### src/rtl/mdio_responder.sv
// rtl/mdio_responder.sv - Clause-22 MDIO responder with small PHY register file; MDIO_RESP_PREAMBLE_SUPPRESS_EN enables preamble suppression
module mdio_responder #(
    parameter logic [4:0]  PHY_ADDR = 5'd1,
    parameter logic [15:0] PHY_ID1  = 16'h0022,
    parameter logic [15:0] PHY_ID2  = 16'h1622
) (
    input  logic        clk_i,
    input  logic        srst_n_i,
    input  logic        mdc_i,
    input  logic        mdio_i,
    output logic        mdio_o,
    output logic        mdio_oen_o,
    input  logic        link_up_i,
    output logic        wr_stb_o,
    output logic [4:0]  wr_addr_o,
    output logic [15:0] wr_data_o
);

`ifdef MDIO_RESP_PREAMBLE_SUPPRESS_EN
    localparam logic [5:0]  PRE_THRESH = 6'd1;
    localparam logic [15:0] BMSR_BASE  = 16'h7949;
`else
    localparam logic [5:0]  PRE_THRESH = 6'd32;
    localparam logic [15:0] BMSR_BASE  = 16'h7909;
`endif
    localparam logic [15:0] BMCR_RST = 16'h1140;

    typedef enum logic [2:0] {
        S_IDLE, S_ST, S_OP, S_PHYAD, S_REGAD, S_SKIP, S_TA, S_DATA
    } state_t;

    state_t      state;
    logic        mdc_s1, mdc_s2, mdc_q;
    logic        mdio_s1, mdio_s2;
    logic        mdc_rise;
    logic [5:0]  pre_cnt;
    logic [4:0]  bit_cnt;
    logic        op_msb;
    logic        is_read;
    logic [4:0]  phy_sh;
    logic [4:0]  reg_sh;
    logic [4:0]  reg_next;
    logic [15:0] shreg;
    logic [15:0] wr_word;
    logic [15:0] rd_word;
    logic [15:0] bmcr;
    logic [15:0] scratch [0:11];
    logic [3:0]  rd_idx;
    logic [3:0]  wr_idx;

    assign mdc_rise = mdc_s2 & ~mdc_q;
    assign reg_next = {reg_sh[3:0], mdio_s2};
    assign wr_word  = {shreg[14:0], mdio_s2};
    assign rd_idx   = reg_next[3:0] - 4'd4;
    assign wr_idx   = reg_sh[3:0] - 4'd4;

    // Word served by a read, evaluated on the last REGAD edge and then held in shreg
    always_comb begin
        rd_word = 16'h0000;
        case (reg_next)
            5'd0:    rd_word = bmcr;
            5'd1:    rd_word = BMSR_BASE | {13'b0, link_up_i, 2'b00};
            5'd2:    rd_word = PHY_ID1;
            5'd3:    rd_word = PHY_ID2;
            default: if (reg_next <= 5'd15) rd_word = scratch[rd_idx];
        endcase
    end

    always_ff @(posedge clk_i) begin
        if (!srst_n_i) begin
            state      <= S_IDLE;
            mdc_s1     <= 1'b0;
            mdc_s2     <= 1'b0;
            mdc_q      <= 1'b0;
            mdio_s1    <= 1'b0;
            mdio_s2    <= 1'b0;
            pre_cnt    <= 6'd0;
            bit_cnt    <= 5'd0;
            op_msb     <= 1'b0;
            is_read    <= 1'b0;
            phy_sh     <= 5'd0;
            reg_sh     <= 5'd0;
            shreg      <= 16'h0000;
            mdio_o     <= 1'b0;
            mdio_oen_o <= 1'b1;
            wr_stb_o   <= 1'b0;
            wr_addr_o  <= 5'd0;
            wr_data_o  <= 16'h0000;
            bmcr       <= BMCR_RST;
            for (int i = 0; i < 12; i++) scratch[i] <= 16'h0000;
        end else begin
            mdc_s1   <= mdc_i;
            mdc_s2   <= mdc_s1;
            mdc_q    <= mdc_s2;
            mdio_s1  <= mdio_i;
            mdio_s2  <= mdio_s1;
            wr_stb_o <= 1'b0;
            if (mdc_rise) begin
                case (state)
                    S_IDLE: begin
                        if (mdio_s2) begin
                            if (pre_cnt != 6'd32) pre_cnt <= pre_cnt + 6'd1;
                        end else begin
                            if (pre_cnt >= PRE_THRESH) state <= S_ST;
                            pre_cnt <= 6'd0;
                        end
                    end
                    S_ST: begin
                        bit_cnt <= 5'd0;
                        state   <= mdio_s2 ? S_OP : S_IDLE;
                    end
                    S_OP: begin
                        op_msb  <= mdio_s2;
                        bit_cnt <= bit_cnt + 5'd1;
                        if (bit_cnt == 5'd1) begin
                            bit_cnt <= 5'd0;
                            case ({op_msb, mdio_s2})
                                2'b10:   begin is_read <= 1'b1; state <= S_PHYAD; end
                                2'b01:   begin is_read <= 1'b0; state <= S_PHYAD; end
                                default: state <= S_IDLE;
                            endcase
                        end
                    end
                    S_PHYAD: begin
                        phy_sh  <= {phy_sh[3:0], mdio_s2};
                        bit_cnt <= bit_cnt + 5'd1;
                        if (bit_cnt == 5'd4) begin
                            bit_cnt <= 5'd0;
                            state   <= S_REGAD;
                        end
                    end
                    S_REGAD: begin
                        reg_sh  <= reg_next;
                        bit_cnt <= bit_cnt + 5'd1;
                        if (bit_cnt == 5'd4) begin
                            bit_cnt <= 5'd0;
                            shreg   <= rd_word;
                            state   <= (phy_sh == PHY_ADDR) ? S_TA : S_SKIP;
                        end
                    end
                    S_SKIP: begin
                        bit_cnt <= bit_cnt + 5'd1;
                        if (bit_cnt == 5'd17) state <= S_IDLE;
                    end
                    S_TA: begin
                        bit_cnt <= bit_cnt + 5'd1;
                        if (bit_cnt == 5'd1) begin
                            bit_cnt <= 5'd0;
                            state   <= S_DATA;
                            if (is_read) begin
                                mdio_oen_o <= 1'b0;
                                mdio_o     <= 1'b0;
                            end
                        end
                    end
                    S_DATA: begin
                        bit_cnt <= bit_cnt + 5'd1;
                        if (is_read) begin
                            if (bit_cnt == 5'd16) begin
                                // The release edge already belongs to the next frame's preamble
                                mdio_oen_o <= 1'b1;
                                mdio_o     <= 1'b0;
                                pre_cnt    <= {5'd0, mdio_s2};
                                state      <= S_IDLE;
                            end else begin
                                mdio_o <= shreg[15];
                                shreg  <= {shreg[14:0], 1'b0};
                            end
                        end else begin
                            shreg <= wr_word;
                            if (bit_cnt == 5'd15) begin
                                wr_stb_o  <= 1'b1;
                                wr_addr_o <= reg_sh;
                                wr_data_o <= wr_word;
                                state     <= S_IDLE;
                                case (reg_sh)
                                    5'd0: begin
                                        if (wr_word[15]) begin
                                            bmcr <= BMCR_RST;
                                            for (int i = 0; i < 12; i++) scratch[i] <= 16'h0000;
                                        end else begin
                                            bmcr <= {1'b0, wr_word[14:0]};
                                        end
                                    end
                                    default: if (reg_sh >= 5'd4 && reg_sh <= 5'd15) scratch[wr_idx] <= wr_word;
                                endcase
                            end
                        end
                    end
                    default: state <= S_IDLE;
                endcase
            end
        end
    end

endmodule
### config.mk
export PLATFORM = sky130hd
export DESIGN_NAME = mdio_responder
export DESIGN_NICKNAME = d
export VERILOG_FILES = /design/src/rtl/mdio_responder.sv
export SDC_FILE = /design/constraint.sdc
export NUM_CORES = 1
export LEC_CHECK = 0
export BUFFER_PORTS_ARGS = -buffer_cell sky130_fd_sc_hd__buf_2
export CAP_MARGIN = 30
export CORE_MARGIN = 5
export CORE_UTILIZATION = 55
export CTS_CLUSTER_SIZE = 8
export DETAILED_ROUTE_END_ITERATION = 12
export GPL_ROUTABILITY_DRIVEN = 0
export PLACE_DENSITY = 0.69
export SLEW_MARGIN = 10
export SYNTH_ARGS = -nofsm -noshare
export SYNTH_HDL_FRONTEND = slang
export SYNTH_SLANG_ARGS = --single-unit
### constraint.sdc
create_clock -name clk_i -period 8.3 [get_ports clk_i]
set_clock_uncertainty 0.15 [all_clocks]
set_input_delay 0.83 -clock clk_i [delete_from_list [all_inputs] [get_ports clk_i]]
set_output_delay 0.83 -clock clk_i [all_outputs]
set_load 0.01 [all_outputs]
==> metrics.cfg <==
[sta]
hold_viol_final=0
relSlewSlack_pct=30.8
max_freq_mhz=229
setup_viol=0
worst_pin_slew_ns=1.04
rsz0062_at_grt=no
fin_crit_ns=4.36
slew_violations=0
fin_crit_sh_pct=52.5
fin_tns_setup_ns=0

[floorplan]
io_pins=29
core_area_um2=27000
rows=60
die-area_um2=30900
start_util_pct=55.9
die_y_um=176
fp.dieW_um=176

[worst_setup_path]
crit_required_ns=8.33
crit_fanout=68
worstSetupPathType=reg -> reg
rrSetupSlack_ns=3.94
cp_data_arrival_time_ns=4.39
cp-start-kind=flip-flop
cp-end-kind=flip-flop

[global_route]
antenna_found_initial=0
grt_max_degree=69
grt_pass1_vias=9896
gr-total-overflow=0
grt_usage_pct=26.0
grt_pass1_wl_um=60100

[routing]
via_count=10400
dr.pass1.iters=6
wl_per_cell_um=23.8
drc=0
totalWireLength_um=40400
first_iter_violations=1367
via_per_inst=6.12
ant_nets=0

[synthesis]
synth_top_area_share_pct=50.9
async_flop_share_pct=0
netlist_area_um2=15100
synth.distinct_cells=61
synth_cells=1282
synth_top_flop_cell=edfxtp_1
yosys-top-cells-count=edfxtp_1 (256), nor2_1 (235), nand2_1 (153)
ys_warn_count=0
syn_avg_cell_area_um2=11.8
yosysMostFrequentCell=edfxtp_1
synth.largest_area_cell=edfxtp_1
synth_edf_count=256
ys_seq_area_share_pct=62.3
synth_seq_cells=342
synth_area_leaders=edfxtp_1 (51%), dfxtp_1 (11%), nor2_1 (5.8%), mux2i_1 (5.7%), mux4_2 (4.6%)

[pwr]
finalPower_w=0.00382
power_density_nw_per_um2=225
p_leak_nw=5.53
vdd_drop_max_mv=0.213

[clocking]
worst_skew_pair.late_latency_ns=0.57
cts_buffer_depth=3
hold_buffers=0
cts_sinks=342
cts_resized=0
cts-root-buf=clkbuf_16
clk_pin_slew_ns=0.05
cts_buffers=48
htreeDepth=2
postCtsSetupBuffers=0
cts_tree=done

[run]
cap_violations=0

[layout]
fillers=2096
antenna_cells=0
area_growth_pct=12.2
final_nets=1343
seqCellArea_um2=9420
drive_above_1_share_pct=12.8
multi_input_area_um2=5430

[outcome]
status=complete, no violations

[min_path]
hold_class=reg -> reg

[place]
detailed_place_hpwl_um=27900
port_buffers=28

[flip-flops by register name, summed over array words and instances (netlist names), 3 cells and up]
register	flops
wr_addr_o	5
shreg	16
wr_data_o	16
bmcr	15
bit_cnt	5
scratch	256
state	3
phy_sh	5
pre_cnt	6
reg_sh	5
[cell families (layout without fill, tap and decap cells)]
kind of cell | after synthesis | count (layout) | synth area share (%)
adder cells (fa/ha/maj) | 9 | 9 | 0.745
multiplexers | 131 | 131 | 11.4
buffers and inverters | 124 | 135 | 3.75
other | 1 | 64 | 0.0248
AND/OR/NAND/NOR | 483 | 483 | 13.8
flip-flops | 342 | 342 | 62.3
AO/OA/AOI/OAI | 192 | 192 | 8.07
[cell usage in the layout, fill, tap and decap left out, types with 4 or more instances in the layout]
master     netlist  final
nor2_1         235    235
and2_1           8      8
inv_1           16     16
and3_1           9      9
nor3b_1          8      8
nor3_2           4      4
dfxtp_1         86     83
ha_1             9      9
o21ai_2          0     12
nand3_1         16     16
nor2b_1          8      8
nand2b_1         7      7
clkbuf_16        0     49
a22oi_1         21     21
nor3_1          12     12
conb_1           1     64
nand4_1          6      6
nand2_1        153    153
a31oi_1         10     10
o211ai_1         5      5
buf_2           35     28
clkbuf_1        52     25
edfxtp_1       256    256
o221a_2          8      8
a21oi_1         48     48
mux4_2          31     31
buf_4           15     14
mux2i_1         86     86
o22ai_1         19     19
o21ai_0         52     40
mux2_2          14     14
[path summary, 6_finish.rpt]
| check | end | depth (start not counted) | startpoint |
|---|---|---|---|
| setup / recovery | scratch[5][10]$_SDFFCE_PN0P_ | 6 | state[0]$_SDFFE_PN0P_ |
| hold / removal | mdc_s2$_SDFF_PN0_ | 1 | mdc_s1$_SDFF_PN0_ |
| setup reg to reg | scratch[5][10]$_SDFFCE_PN0P_ | 6 | state[0]$_SDFFE_PN0P_ |
| hold reg to reg | mdc_s2$_SDFF_PN0_ | 1 | mdc_s1$_SDFF_PN0_ |
[critical path: stages, from the launching register on]
cell	delay, ns
dfxtp_1	0.72
and3_1	0.73
nand3_2	0.51
nor3_2	0.43
nand4_1	0.21
buf_4	0.39
o21ai_2	0.79
[final cells by class]
type / instances / area share, %
inverters: 16 / 0.354
multi-input cells: 879 / 32.0
flip-flops and latches: 342 / 55.5
clock inverters: 2 / 0.236
repair buffers: 42 / 1.45
clock buffers: 75 / 7.87
well taps: 341 / 2.52
[per-layer routing]
metal,GRT usage (%),wire [um]
met1,36.7,15800
met2,37.7,17600
met3,7.51,5030
met4,11.5,1950
met5,0,0
[stage by stage]
stage | setup WS, ns | util (%) | cells | hold WS (ns) | instance area [um2]
after floorplan | 4.78 | - | 1345 | 0.262 | 15300
after global placement | 4.07 | 57.6 | 1619 | 0.266 | 15600
after detailed placement | 4.01 | 57.7 | 1620 | 0.276 | 15600
after CTS | 3.98 | 62.7 | 1697 | 0.286 | 17000
after global routing | 3.61 | 62.7 | 1697 | 0.309 | 17000
final | 3.94 | 62.7 | 1697 | 0.281 | 17000
[report_power, final]
part / internal [W] / leakage (nW) / switching (W) / total [W]
logic: 0.0000320 / 1.70 / 0.0000636 / 0.0000956
registers: 0.00190 / 3.18 / 0.0000287 / 0.00193
clock network: 0.00109 / 0.660 / 0.000709 / 0.00180
total: 0.00302 / 5.53 / 0.000801 / 0.00382
Power figures use the tool's default switching activity.
